[src/rtl/jesd204b_tpl_mapper_if.sv]
// -----------------------------------------------------------------------------
// jesd204b_tpl_mapper_if
// Frame-level stream bundle for the JESD204B transport-layer mapper.
//   Input side : tx_datain  (S*M*N bits, sample k at [k*N +: N])
//                tx_ctrlin  (max(S*M*CS,1) bits, sample k at [k*CS +: CS])
//                in_valid / in_ready handshake
//   Output side: tx_dataout (S*M*N' bits, lane i word at [i*8*F +: 8*F])
//                out_valid / out_ready handshake
//                out_somf / out_eomf multiframe markers
// The master modport is the frame source/sink (test or upstream logic);
// the slave modport is the mapper itself.
// -----------------------------------------------------------------------------
interface jesd204b_tpl_mapper_if #(
   parameter int CONVERTERS  = 8,
   parameter int RESOLUTION  = 11,
   parameter int CONTROL     = 2,
   parameter int SAMPLE_SIZE = 16,
   parameter int SAMPLES     = 1
);
   localparam int NS     = SAMPLES * CONVERTERS;
   localparam int DIN_W  = NS * RESOLUTION;
   localparam int CIN_W  = (NS * CONTROL > 0) ? NS * CONTROL : 1;
   localparam int DOUT_W = NS * SAMPLE_SIZE;

   logic [DIN_W-1:0]  tx_datain;
   logic [CIN_W-1:0]  tx_ctrlin;
   logic              in_valid;
   logic              in_ready;
   logic [DOUT_W-1:0] tx_dataout;
   logic              out_valid;
   logic              out_ready;
   logic              out_somf;
   logic              out_eomf;

   modport master (
      output tx_datain, tx_ctrlin, in_valid, out_ready,
      input  in_ready, tx_dataout, out_valid, out_somf, out_eomf
   );

   modport slave (
      input  tx_datain, tx_ctrlin, in_valid, out_ready,
      output in_ready, tx_dataout, out_valid, out_somf, out_eomf
   );
endinterface

[src/rtl/jesd204b_tpl_mapper.sv]
// -----------------------------------------------------------------------------
// jesd204b_tpl_mapper
// JESD204B transmit transport layer: packs one frame of converter samples
// (data + control + tail) into per-lane octet words, one frame per cycle,
// through a single output register stage with valid/ready backpressure.
//
// Ports
//   clk      : clock
//   rst      : synchronous, active-high reset
//   link_en  : mapper enable; low drops the held word and restarts the
//              multiframe count
//   bus      : jesd204b_tpl_mapper_if.slave (input frame, output lane words,
//              handshakes, start/end-of-multiframe markers)
//
// Build option
//   TPL_TAIL_PRBS_EN : when defined, tail bits carry lfsr[T-1:0] of a
//                      15-bit x^15+x^14+1 LFSR stepped once per accepted
//                      frame; otherwise tail bits are zero.
//
// Sample word layout, MSB first: {data[N-1:0], ctrl[CS-1:0], tail[T-1:0]}.
// Sample k goes to lane k/(M*S/L), slot k%(M*S/L); slot 0 is the MSB slot.
// -----------------------------------------------------------------------------
module jesd204b_tpl_mapper #(
   parameter int LANES         = 4,
   parameter int CONVERTERS    = 8,
   parameter int RESOLUTION    = 11,
   parameter int CONTROL       = 2,
   parameter int SAMPLE_SIZE   = 16,
   parameter int SAMPLES       = 1,
   parameter int FRAMES_PER_MF = 32
) (
   input logic                  clk,
   input logic                  rst,
   input logic                  link_en,
   jesd204b_tpl_mapper_if.slave bus
);
   localparam int NS     = SAMPLES * CONVERTERS;
   localparam int SPL    = NS / LANES;                 // sample slots per lane
   localparam int T      = SAMPLE_SIZE - RESOLUTION - CONTROL;
   localparam int TW     = (T > 0) ? T : 1;
   localparam int DOUT_W = NS * SAMPLE_SIZE;
   localparam int FW     = (FRAMES_PER_MF > 1) ? $clog2(FRAMES_PER_MF) : 1;
   localparam logic [FW-1:0] FLAST = FW'(FRAMES_PER_MF - 1);

   logic [DOUT_W-1:0] mapped;
   logic [DOUT_W-1:0] dout;
   logic              ov;
   logic              somf;
   logic              eomf;
   logic              accept;
   logic [FW-1:0]     fcnt;
   logic [TW-1:0]     tail;

   // Ready depends on the registered valid and the downstream ready, so a
   // drain and a new accept can share a cycle (one frame per cycle).
   assign bus.in_ready = link_en && !rst && (!ov || bus.out_ready);
   assign accept       = bus.in_valid && bus.in_ready;

`ifdef TPL_TAIL_PRBS_EN
   // Tail width is assumed <= 15 so the tail fits in the LFSR state.
   logic [14:0] lfsr;

   always_ff @(posedge clk) begin
      if (rst)
         lfsr <= 15'h7FFF;
      else if (accept)
         lfsr <= {lfsr[13:0], lfsr[14] ^ lfsr[13]};
   end

   assign tail = lfsr[TW-1:0];
`else
   assign tail = '0;
`endif

   for (genvar k = 0; k < NS; k++) begin : g_smp
      // Lane base plus slot offset counted down from the lane MSB.
      localparam int POS = (k / SPL) * SPL * SAMPLE_SIZE
                         + (SPL - 1 - (k % SPL)) * SAMPLE_SIZE;
      logic [RESOLUTION+CONTROL-1:0] head;

      if (CONTROL > 0) begin : g_cs
         assign head = {bus.tx_datain[k*RESOLUTION +: RESOLUTION],
                        bus.tx_ctrlin[k*CONTROL +: CONTROL]};
      end else begin : g_nocs
         assign head = bus.tx_datain[k*RESOLUTION +: RESOLUTION];
      end

      if (T > 0) begin : g_tail
         assign mapped[POS +: SAMPLE_SIZE] = {head, tail};
      end else begin : g_notail
         assign mapped[POS +: SAMPLE_SIZE] = head;
      end
   end

   always_ff @(posedge clk) begin
      if (rst) begin
         dout <= '0;
         ov   <= 1'b0;
         somf <= 1'b0;
         eomf <= 1'b0;
         fcnt <= '0;
      end else if (!link_en) begin
         ov   <= 1'b0;
         somf <= 1'b0;
         eomf <= 1'b0;
         fcnt <= '0;
      end else if (accept) begin
         dout <= mapped;
         ov   <= 1'b1;
         somf <= (fcnt == '0);
         eomf <= (fcnt == FLAST);
         fcnt <= (fcnt == FLAST) ? '0 : fcnt + 1'b1;
      end else if (bus.out_ready) begin
         ov <= 1'b0;
      end
   end

   assign bus.tx_dataout = dout;
   assign bus.out_valid  = ov;
   assign bus.out_somf   = somf;
   assign bus.out_eomf   = eomf;
endmodule
[src/flat_wrapper.sv]
// flat-port wrapper written by rule: the top's interface ports become plain ports
module jesd204b_tpl_mapper_flat 
#(
   parameter int LANES         = 4,
   parameter int CONVERTERS    = 8,
   parameter int RESOLUTION    = 11,
   parameter int CONTROL       = 2,
   parameter int SAMPLE_SIZE   = 16,
   parameter int SAMPLES       = 1,
   parameter int FRAMES_PER_MF = 32
)
  (clk, rst, link_en, bus_tx_datain, bus_tx_ctrlin, bus_in_valid, bus_out_ready, bus_in_ready, bus_tx_dataout, bus_out_valid, bus_out_somf, bus_out_eomf);
  jesd204b_tpl_mapper_if #(.CONVERTERS(CONVERTERS), .RESOLUTION(RESOLUTION), .CONTROL(CONTROL), .SAMPLE_SIZE(SAMPLE_SIZE), .SAMPLES(SAMPLES)) bus_i ();
  input logic clk;
  input logic rst;
  input logic link_en;
  input wire logic [$bits(bus_i.tx_datain)-1:0] bus_tx_datain;
  input wire logic [$bits(bus_i.tx_ctrlin)-1:0] bus_tx_ctrlin;
  input wire logic [$bits(bus_i.in_valid)-1:0] bus_in_valid;
  input wire logic [$bits(bus_i.out_ready)-1:0] bus_out_ready;
  output wire logic [$bits(bus_i.in_ready)-1:0] bus_in_ready;
  output wire logic [$bits(bus_i.tx_dataout)-1:0] bus_tx_dataout;
  output wire logic [$bits(bus_i.out_valid)-1:0] bus_out_valid;
  output wire logic [$bits(bus_i.out_somf)-1:0] bus_out_somf;
  output wire logic [$bits(bus_i.out_eomf)-1:0] bus_out_eomf;
  assign bus_i.tx_datain = bus_tx_datain;
  assign bus_i.tx_ctrlin = bus_tx_ctrlin;
  assign bus_i.in_valid = bus_in_valid;
  assign bus_i.out_ready = bus_out_ready;
  assign bus_in_ready = bus_i.in_ready;
  assign bus_tx_dataout = bus_i.tx_dataout;
  assign bus_out_valid = bus_i.out_valid;
  assign bus_out_somf = bus_i.out_somf;
  assign bus_out_eomf = bus_i.out_eomf;
  jesd204b_tpl_mapper #(.LANES(LANES), .CONVERTERS(CONVERTERS), .RESOLUTION(RESOLUTION), .CONTROL(CONTROL), .SAMPLE_SIZE(SAMPLE_SIZE), .SAMPLES(SAMPLES), .FRAMES_PER_MF(FRAMES_PER_MF)) u_core (.clk(clk), .rst(rst), .link_en(link_en), .bus(bus_i));
endmodule
[config.mk]
export PLATFORM = sky130hd
export DESIGN_NAME = jesd204b_tpl_mapper_flat
export DESIGN_NICKNAME = d
export VERILOG_FILES = /design/src/rtl/jesd204b_tpl_mapper_if.sv /design/src/rtl/jesd204b_tpl_mapper.sv /design/src/flat_wrapper.sv
export SDC_FILE = /design/constraint.sdc
export NUM_CORES = 1
export LEC_CHECK = 0
export CORE_ASPECT_RATIO = 1.75
export CORE_UTILIZATION = 34
export DETAILED_ROUTE_END_ITERATION = 6
export PLACE_DENSITY = 0.76
export RECOVER_POWER = 25
export SLEW_MARGIN = 20
export SYNTH_ARGS = -nofsm -noshare
export SYNTH_HDL_FRONTEND = slang
export SYNTH_SLANG_ARGS = --single-unit
[constraint.sdc]
create_clock -name clk -period 1.8 [get_ports clk]
set_clock_uncertainty 0.2 [all_clocks]
set_input_delay 0.36 -clock clk [delete_from_list [all_inputs] [get_ports clk]]
set_output_delay 0.36 -clock clk [all_outputs]
set_load 0.01 [all_outputs]
==> results, run 1 <==
- During placement, the flow inserted port buffers numbering 216.
- The worst hold path class is primary input to flop.
- For the finished layout, the period the worst path requires is 1780 ps.
- The number of distinct library cells after synthesis is 24.
- In this run, flip-flops and latches consume 50.5% of the power.
- Setup repair after global routing could not meet its margin everywhere.
- The via count of the first global-routing pass came to 3746.
- In this run the standard cell core region covers 12100 um^2.
- The floorplan step set the die height to 149 um.
- The proportion of register bits with asynchronous set or reset after synthesis is 0%.
- VDD sags by at most 0.430 mV.
- The number of buffers inserted during clock tree synthesis is 9.
- The total iterations of the first detailed-routing run is 4.
- Summed over all cells, the static leakage comes to 3.53 nW.
- Measured along the x axis, the die boundary spans 86.2 um.
- The critical path class is flop to flop.
- The number of ports placed on the die boundary is 241.
- The net count of the finished layout is 747.
- The maximum clock frequency is 562 MHz.
- The total of endpoints with negative setup slack in the final report is 0.
- The type of element capturing the critical path is a flop.
- The number of antenna violations at the first check in global routing is 0.
- The overall fraction of global-route tracks in use is 17.5%.
- The floorplan step defined a die boundary enclosing 12900 um^2.
- The post-route setup TNS is 0 ps.
- Counting flops and latches in the post-synthesis netlist gives 112.
- The detailed-route wire length per cell is 14.5 um.
- The estimated wirelength of the detail-placed design is 8.43 mm.
- Internal power comes to 3.93 mW.
- The later pin in the worst-skew pair is clocked with a latency of 340 ps.
- Routability-driven placement finished with a final weighted congestion of 0.701.
- After layout, the worst path uses 98.9% of the clock period.
- The dominant register cell in the synthesized netlist is dfxtp_1.
- Counting along the longest clock path gives a buffer depth of 2.
- The clock network is responsible for 35.2% of the overall power.
- Counting every sink on the clock net gives 112.
- The repair_antennas step left the layout with diodes totalling 0.
- Along the worst path, the maximum fanout reaches 5.
- The routed wire length is 11.7 mm.
- The root buffer cell chosen for the clock tree is clkbuf_16.
- For the worst setup path, the data required time is 1860 ps.
- The effective utilization at floorplan is 35.0%.
- For this run, design rule violations remaining after detail routing come to 0.
- At the pin with the least slew margin, the transition time is 727 ps.
- In this run, the number of DRC markers left after iteration 0 of detailed routing was 102.
- The routed layout has 3586 vias.
- The Yosys step of the flow raised 0 warnings.
- The number of maximum-capacitance constraint violations is 0.
- The run finished with clean final reports.
- The total grt overflow is 0.
- The switching part of the total is 23.6%.
- The worst setup path is launched from a flop.
- The clock tree from TritonCTS is done.
- The arrival time at the worst endpoint is 1840 ps.
- In this run the tightest slew margin relative to its limit is 51.5%.
- After floorplanning, the core was divided into 53 placement rows.
- Of the cells placed in the final design, the portion with a size suffix greater than 1 is 8.62%.
- Compared with the post-synthesis result, the final layout area differs by 64.9%.
- The cell area after synthesis is 4220 um^2.
- The switching power is 1.21 mW.
- The final-report max-slew violation count came to 0.
- The count of endpoints failing hold in the final timing report is 0.
- The total power per unit cell area is 739 nW/um^2.
- Summing the sequential cell areas from Yosys gives 53.1% of the chip area.
- The share of the core filled with cells is 57.7%.
- Entering global routing, the biggest net connects 72 pins.
- The detail-routed via count per cell is 4.47.
- The count of mapped cells out of synthesis is 406.
- The number of antenna-violating nets in the routed design is 0.
- The average instance in the mapped netlist occupies 10.4 um^2.
- The share of total power in combinational logic is 14.3%.
- Clock-pin slew was measured on the worst setup and hold paths at 70 ps.
- Counting flops with a built-in enable in the synthesized netlist gives 0.
- CTS built an H-tree with a depth of 3.
- The first global-routing pass estimated 17.4 mm of wire.
- The final worst setup slack is 19.9 ps.
- At the placement stage, the worst setup path has a slack of -470 ps.
[worst max-delay path, cell delays in order, from the launching register on]
cell and delay [ps]:
dfxtp_2 320, nor2b_4 120, nand3b_1 200, buf_6 160, or4_4 540, a31oi_4 150
[sequential cells by signal (all words and copies together), names as in the netlist]
name	cells
u_core.bus.tx_dataout	104
u_core.fcnt	5
u_core.bus.out_somf	1
u_core.bus.out_eomf	1
u_core.bus.out_valid	1
[routing by layer]
metal  up-vias  share of wire, %  track usage [%]
met3        21               7.6             5.15
met4         0               2.5             8.25
li1       1740                 -                -
met1      1649                35             16.4
met2       176                55             33.5
met5         -                 0                0
[power groups by stage]
stage	clock network (mW)	registers, mW	logic (mW)
final	1.81	2.60	0.735
after global routing	1.96	2.61	0.792
after CTS	1.87	2.60	0.733
after detailed placement	0	2.66	0.741
after global placement	0	2.65	0.725
after floorplan	0	2.69	0.283
[cell families after synthesis]
| logic type | synth area share [%] |
|---|---|
| buffers and inverters | 7.74 |
| AND/OR/NAND/NOR | 12.3 |
| other | 0.0888 |
| flip-flops | 53.1 |
| multiplexers | 25.4 |
| AO/OA/AOI/OAI | 0.533 |
| adder cells (fa/ha/maj) | 0.889 |
[layout by cell type (no fill, tap or decap), types with 4 or more instances in the layout]
master	n
buf_4	19
buf_6	4
clkbuf_16	12
clkdlybuf4s25_1	51
clkdlybuf4s50_1	108
conb_1	24
dfxtp_1	110
dlygate4sd2_1	54
mux2i_1	106
nand2_1	4
nor2_1	111
[metrics by stage]
step	power [mW]	hold WS (ps)	std cells	instance area, um^2
finish	5.15	40.0	803	6960
global placement	3.38	274	781	6540
global route	5.36	36.1	803	6960
CTS	5.20	26.8	800	6820
floorplan	2.98	277	429	4310
detailed placement	3.40	282	781	6540
[cells in the mapped netlist, types with 2 or more instances]
library cell  count  area share, %
buf_2             6           0.71
clkbuf_1         12            1.1
nor2_1          111            9.9
inv_1             2           0.18
mux2i_1         107             25
nand2_1           4           0.36
nand3_1           2           0.24
ha_1              3           0.89
buf_4            31            5.5
a31oi_1           2           0.30
dfxtp_1         112             53
nand3b_1          2           0.36
[worst paths after layout]
check,startpoint,endpoint,slack (ps),cells after the start
worst max-delay path,u_core.bus.out_valid$_SDFFE_PP0P_,u_core.fcnt[3]$_SDFFE_PP0P_,20,5
worst min-delay path,rst,u_core.bus.tx_dataout[22]$_SDFFE_PP0P_,40,2
worst max register to register,u_core.bus.out_valid$_SDFFE_PP0P_,u_core.fcnt[3]$_SDFFE_PP0P_,20,5
worst min register to register,u_core.bus.out_somf$_SDFFE_PP0P_,u_core.bus.out_somf$_SDFFE_PP0P_,290,2
[final cells by class]
class,instances,area (um^2)
fillers,1100,5110
repair buffers,245,2440
clock buffers,10,229
well taps,165,206
clock inverters,4,32.5
flip-flops and latches,112,2240
inverters,2,7.51
multi-input cells,265,1800
[what timing repair did]
item                                    CTS  global route
hold buffers                              0             0
pin swaps                                 3             1
cloned                                    1             3
setup buffers                             4             0
endpoints found under the setup margin  146           122
resized for setup                        63            67
No activity file was read; power rests on OpenSTA's default activity.
==> inputs of run 2 (changes only) <==
--- a/config.mk
+++ b/config.mk
@@ -8,6 +8,7 @@
 export CORE_ASPECT_RATIO = 1.75
 export CORE_UTILIZATION = 34
 export DETAILED_ROUTE_END_ITERATION = 6
+export GPL_ROUTABILITY_DRIVEN = 0
 export PLACE_DENSITY = 0.76
 export RECOVER_POWER = 25
 export SLEW_MARGIN = 20
==> results of run 2 <==
The final DEF is identical to that of run 1; final timing and power are the same.
